`src/rtl/uart_defs.sv`:
```
// Shared UART definitions: FSM state encoding and the baud divisor,
// so transmitter and receiver derive an identical bit period.
package uart_defs;

    typedef enum logic [2:0] {
        ST_IDLE,
        ST_START,
        ST_DATA,
        ST_STOP,
        ST_BREAK
    } state_t;

    function automatic int bit_ticks(input int clock_hz, input int baud);
        return clock_hz / baud;
    endfunction

endpackage

```
`src/rtl/sync_2ff.sv`:
```
// Generic 1-bit two-flop synchronizer for asynchronous inputs,
// with a parameterised reset value.
module sync_2ff #(
    parameter logic RESET_VAL = 1'b1
) (
    input  logic Clock,
    input  logic Reset,
    input  logic d,
    output logic q
);

    logic meta;

    always_ff @(posedge Clock or negedge Reset) begin
        if (!Reset) begin
            meta <= RESET_VAL;
            q    <= RESET_VAL;
        end else begin
            meta <= d;
            q    <= meta;
        end
    end

endmodule

```
`src/rtl/uart_rx.sv`:
```
// 8N1 UART receiver: mid-bit sampling FSM with registered byte output,
// completion strobe and framing-error strobe.
module uart_rx
    import uart_defs::*;
#(
    parameter int CLOCK_HZ = 10_000_000,
    parameter int BAUD     = 115200
) (
    input  logic       Clock,
    input  logic       Reset,
    input  logic       Rx_i,
    output logic [7:0] Data_o,
    output logic       Done_o,
    output logic       Busy_o,
    output logic       Error_o
);

    localparam int BIT_TICKS  = bit_ticks(CLOCK_HZ, BAUD);
    localparam int HALF_TICKS = BIT_TICKS / 2;
    localparam int CW         = $clog2(BIT_TICKS);

    localparam logic [CW-1:0] BIT_END  = CW'(BIT_TICKS - 1);
    localparam logic [CW-1:0] HALF_END = CW'(HALF_TICKS - 1);

    logic          rx_s;
    state_t        state;
    logic [CW-1:0] cnt;
    logic [2:0]    idx;
    logic [7:0]    shreg;
    logic          done_p;
    logic          err_p;

    sync_2ff #(
        .RESET_VAL(1'b1)
    ) u_sync (
        .Clock (Clock),
        .Reset (Reset),
        .d     (Rx_i),
        .q     (rx_s)
    );

    always_ff @(posedge Clock or negedge Reset) begin
        if (!Reset) begin
            state  <= ST_IDLE;
            cnt    <= '0;
            idx    <= '0;
            shreg  <= '0;
            done_p <= 1'b0;
            err_p  <= 1'b0;
        end else begin
            done_p <= 1'b0;
            err_p  <= 1'b0;
            unique case (state)
                ST_IDLE: begin
                    if (!rx_s) begin
                        cnt   <= '0;
                        state <= ST_START;
                    end
                end
                ST_START: begin
                    if (cnt == HALF_END) begin
                        cnt   <= '0;
                        idx   <= '0;
                        state <= rx_s ? ST_IDLE : ST_DATA;
                    end else begin
                        cnt <= cnt + 1'b1;
                    end
                end
                ST_DATA: begin
                    if (cnt == BIT_END) begin
                        cnt   <= '0;
                        shreg <= {rx_s, shreg[7:1]};
                        idx   <= idx + 1'b1;
                        if (idx == 3'd7)
                            state <= ST_STOP;
                    end else begin
                        cnt <= cnt + 1'b1;
                    end
                end
                ST_STOP: begin
                    if (cnt == BIT_END) begin
                        cnt    <= '0;
                        done_p <= rx_s;
                        err_p  <= !rx_s;
                        state  <= rx_s ? ST_IDLE : ST_BREAK;
                    end else begin
                        cnt <= cnt + 1'b1;
                    end
                end
                ST_BREAK: begin
                    // Wait out a held-low line so it cannot retrigger.
                    if (rx_s)
                        state <= ST_IDLE;
                end
                default: state <= ST_IDLE;
            endcase
        end
    end

    always_ff @(posedge Clock or negedge Reset) begin
        if (!Reset) begin
            Data_o  <= 8'h00;
            Done_o  <= 1'b0;
            Error_o <= 1'b0;
            Busy_o  <= 1'b0;
        end else begin
            Done_o  <= done_p;
            Error_o <= err_p;
            Busy_o  <= (state != ST_IDLE);
            if (done_p)
                Data_o <= shreg;
        end
    end

endmodule

```
`config.mk`:
```
export PLATFORM = sky130hd
export DESIGN_NAME = uart_rx
export DESIGN_NICKNAME = d
export VERILOG_FILES = /design/src/rtl/uart_defs.sv /design/src/rtl/sync_2ff.sv /design/src/rtl/uart_rx.sv
export SDC_FILE = /design/constraint.sdc
export NUM_CORES = 1
export LEC_CHECK = 0
export ABC_AREA = 1
export BUFFER_PORTS_ARGS = -buffer_cell sky130_fd_sc_hd__buf_2
export CORE_MARGIN = 3
export CORE_UTILIZATION = 40
export DETAILED_ROUTE_END_ITERATION = 7
export PLACE_DENSITY = 0.67
export SLEW_MARGIN = 40
export SYNTH_ARGS = -nofsm -noshare
export SYNTH_HDL_FRONTEND = slang
export SYNTH_SLANG_ARGS = --single-unit
```
`constraint.sdc`:
```
create_clock -name Clock -period 2 [get_ports Clock]
set_input_delay 0.2 -clock Clock [delete_from_list [all_inputs] [get_ports Clock]]
set_output_delay 0.2 -clock Clock [all_outputs]
set_load 0.02 [all_outputs]
```
==> flow_summary.yaml <==
outcome:
  status: "finished clean"
floorplanning:
  ios: 14
  coreArea_um2: 3770
  start_util_pct: 42.5
  fp.dieH_um: 69.3
  die_x_um: 69.3
  rows: 22
  dieArea_um2: 4800
sta:
  drv_slew: 0
  setup_slack_ns: 0.447
  hold_viol: 0
  fmax_mhz: 644
  setup_viol_count_final: 0
  fin_tns_setup_ns: 0
  fin_worst_skew_ns: 0.00360
  worst_slew_pin_slew_ns: 0.490
  rsz0062_at_grt: "no"
  fin_crit_sh_pct: 77.7
  slew_headroom_pct: 67.1
  fin_crit_ns: 1.55
placement:
  pre_cts_ws_ns: 0.440
  portBuffers: 13
  gp_congestion: 0.805
  dpl.hpwl_um: 1860
routing:
  routedWlPerCell_um: 10.7
  wirelength_um: 2620
  ant_nets: 0
  drt-pass1-iter-count: 4
  viasPerCell: 4.56
  drc_errors: 0
  drt_iter0_markers: 61
  vias: 1112
layout:
  insertedDiodeCount: 0
  fill_cells: 351
  layout.nets: 203
  drive_gt1_share_pct: 17.9
  synthToLayoutAreaGrowth_pct: 15.5
grt:
  busiest_layer: "met2"
  grt_use_total_pct: 12.0
  use_met2_pct: 18.5
  use_met3_pct: 3.91
  grt_pass1_wl_um: 4610
  grt_pass1_vias: 1068
  antenna_found_initial: 0
  grtUsageMet1_pct: 15.4
  grt_overflow: 0
  grt_max_degree: 37
worst_setup_path:
  crit_chain: "inv_1 > ha_1 > nand2_1 > nor2_4 > nand2_4 > nor2_8 > o21ai_0 > nand2_1 > nand2_1"
  cp-end-kind: "flop"
  critPathMaxFanout: 16
  max_stage_delay_ns: 0.40
  arrival_ns: 1.73
  cp_slowest_cell: "dfrtp_1"
  startpoint_type: "flop"
  required_ns: 2.18
  cpMostUsedCell: "nand2_1"
  path_class: "flop to flop"
power:
  leakagePower_uw: 0.000986
  swShare_pct: 33.0
  p_sw_uw: 652
  ir_worst_vdd_v: 0.000704
  seqPwrFrac_pct: 43.1
  clockPowerShare_pct: 31.2
  comb_power_share_pct: 25.8
  internal_power_uw: 1330
  powerDensity_nw_per_um2: 1070
clocking:
  cts_tree: "yes"
  cts-buffers-inserted: 5
  post_cts_resized: 0
  clockBufferDepth: 2
  clock_insertion_delay_worst_skew_ns: 0.28
  cts_max_level: 2
  clock_sinks: 36
  cts_root_buffer: "clkbuf_8"
  cts.clk_slew.worst_paths_ns: 0.07
synth:
  synth_area_leaders: "dfrtp_1 53%, nand2_1 9.6%, inv_1 5.2%, nor2_1 4.0%, ha_1 3.9%"
  synth_fp_nets: 183
  avgSynthCellArea_um2: 9.16
  synthCells: 175
  synthesis.area_um2: 1600
  ys_types: 25
  ys_ff_latch: 36
  yosysWarnings: 0
  yosys.area.top_type: "dfrtp_1"
  yosysTopAreaCellShare_pct: 53.1
  synth_seq_area_share_pct: 56.4
run:
  drv_cap: 0
hold_path:
  min-delay-path-class: "flop to flop"
## kinds of logic (layout without fill, tap and decap cells)
logic type,Yosys count,after routing,synth area share [%]
AND/OR/NAND/NOR,78,78,22.0
AO/OA/AOI/OAI,23,23,7.57
adder cells (fa/ha/maj),5,5,3.90
multiplexers,2,2,1.41
buffers and inverters,27,48,6.56
flip-flops,36,36,56.4
XOR/XNOR,4,4,2.19
## timing repair
| action | 4_1_cts | 5_1_grt |
|---|---|---|
| setup buffers | 0 | 0 |
| hold endpoints to repair | 1 | 34 |
| setup endpoints to repair | 0 | 0 |
| hold buffers | 1 | 1 |
## synthesized netlist by cell type
cell type,n
a21oi_1,7
a31oi_1,2
buf_4,1
clkbuf_1,1
dfrtp_1,34
dfstp_2,2
ha_1,5
inv_1,22
inv_2,3
mux2_2,2
nand2_1,41
nand2_2,1
nand2_4,1
nand3_1,7
nand4_1,2
nor2_1,17
nor2_2,2
nor2_4,1
nor2_8,1
nor3_1,4
o21ai_0,12
o21ai_1,1
o21ai_2,1
or2_0,1
xor2_1,4
## per-layer routing
layer / wire (um) / vias to the layer above
met5: 0 / -
met4: 40 / 0
met3: 102 / 4
met2: 1130 / 17
met1: 1340 / 497
li1: - / 594
## layout make-up
cell class	instances	area [um^2]	area share (%)
multi-input combinational	112	594	32.1
inverter	25	93.8	5.07
clock buffer	5	68.8	3.72
timing repair buffer	15	87.6	4.73
sequential	36	903	48.8
clock inverter	3	42.5	2.30
tap	48	60.1	3.25
## stage by stage
stage               utilization, %  total power, uW  area (um^2)  instances  hold slack [ns]
finish                        49.1             1980         1850        244            0.349
global route                  49.1             2110         1850        244            0.372
detailed placement            45.5             1380         1720        234            0.306
floorplan                        -             1250         1600        175          -0.0956
global placement              45.5             1370         1720        234            0.305
CTS                           48.7             2010         1840        243           0.0180
## worst paths after layout
kind	start	to	slack, ns	cells after the start
setup / recovery	cnt[1]$_DFFE_PN0P_	idx[1]$_DFFE_PN0P_	0.45	9
hold / removal	err_p$_DFF_PN0_	Error_o$_DFF_PN0_	0.35	0
setup reg to reg	cnt[1]$_DFFE_PN0P_	idx[1]$_DFFE_PN0P_	0.45	9
hold reg to reg	err_p$_DFF_PN0_	Error_o$_DFF_PN0_	0.35	0
max in group asynchronous	Reset	u_sync.q$_DFF_PN1_	1.25	2
min in group asynchronous	Reset	Done_o$_DFF_PN0_	0.40	2
## flip-flops by register name, indices dropped and copies added (netlist names)
| signal | flops |
|---|---|
| u_sync.meta | 1 |
| Busy_o | 1 |
| done_p | 1 |
| Error_o | 1 |
| err_p | 1 |
| Done_o | 1 |
| state | 3 |
| shreg | 8 |
| idx | 3 |
| Data_o | 8 |
| u_sync.q | 1 |
| cnt | 7 |
## critical path: cells and delay by family, from the launching register on
kind | cells | cell delay (ns)
flops | 1 | 0.40
fa+ha+maj | 1 | 0.14
buf+inv | 1 | 0.09
simple gates | 6 | 0.64
compound gates | 1 | 0.17
## power by group through the flow
stage | clock [uW] | combinational (uW) | sequential, uW
2_1_floorplan | 0 | 381 | 865
3_3_place_gp | 0 | 506 | 863
3_5_place_dp | 0 | 512 | 865
4_1_cts | 638 | 516 | 852
5_1_grt | 670 | 583 | 859
6_report | 616 | 509 | 851
## cell usage in the layout, fill, tap and decap left out, drive strengths merged
master,n
mux2,2
or2,1
clkinv,1
nand3,7
a31oi,2
nor2,21
o21ai,14
nor3,4
dlygate4sd3,2
clkinvlp,1
nand2,43
dfstp,2
nand4,2
a21oi,7
xor2,4
buf,13
dfrtp,34
ha,5
inv,25
bufinv,1
clkbuf,5
(Power assumes the default switching activity.)
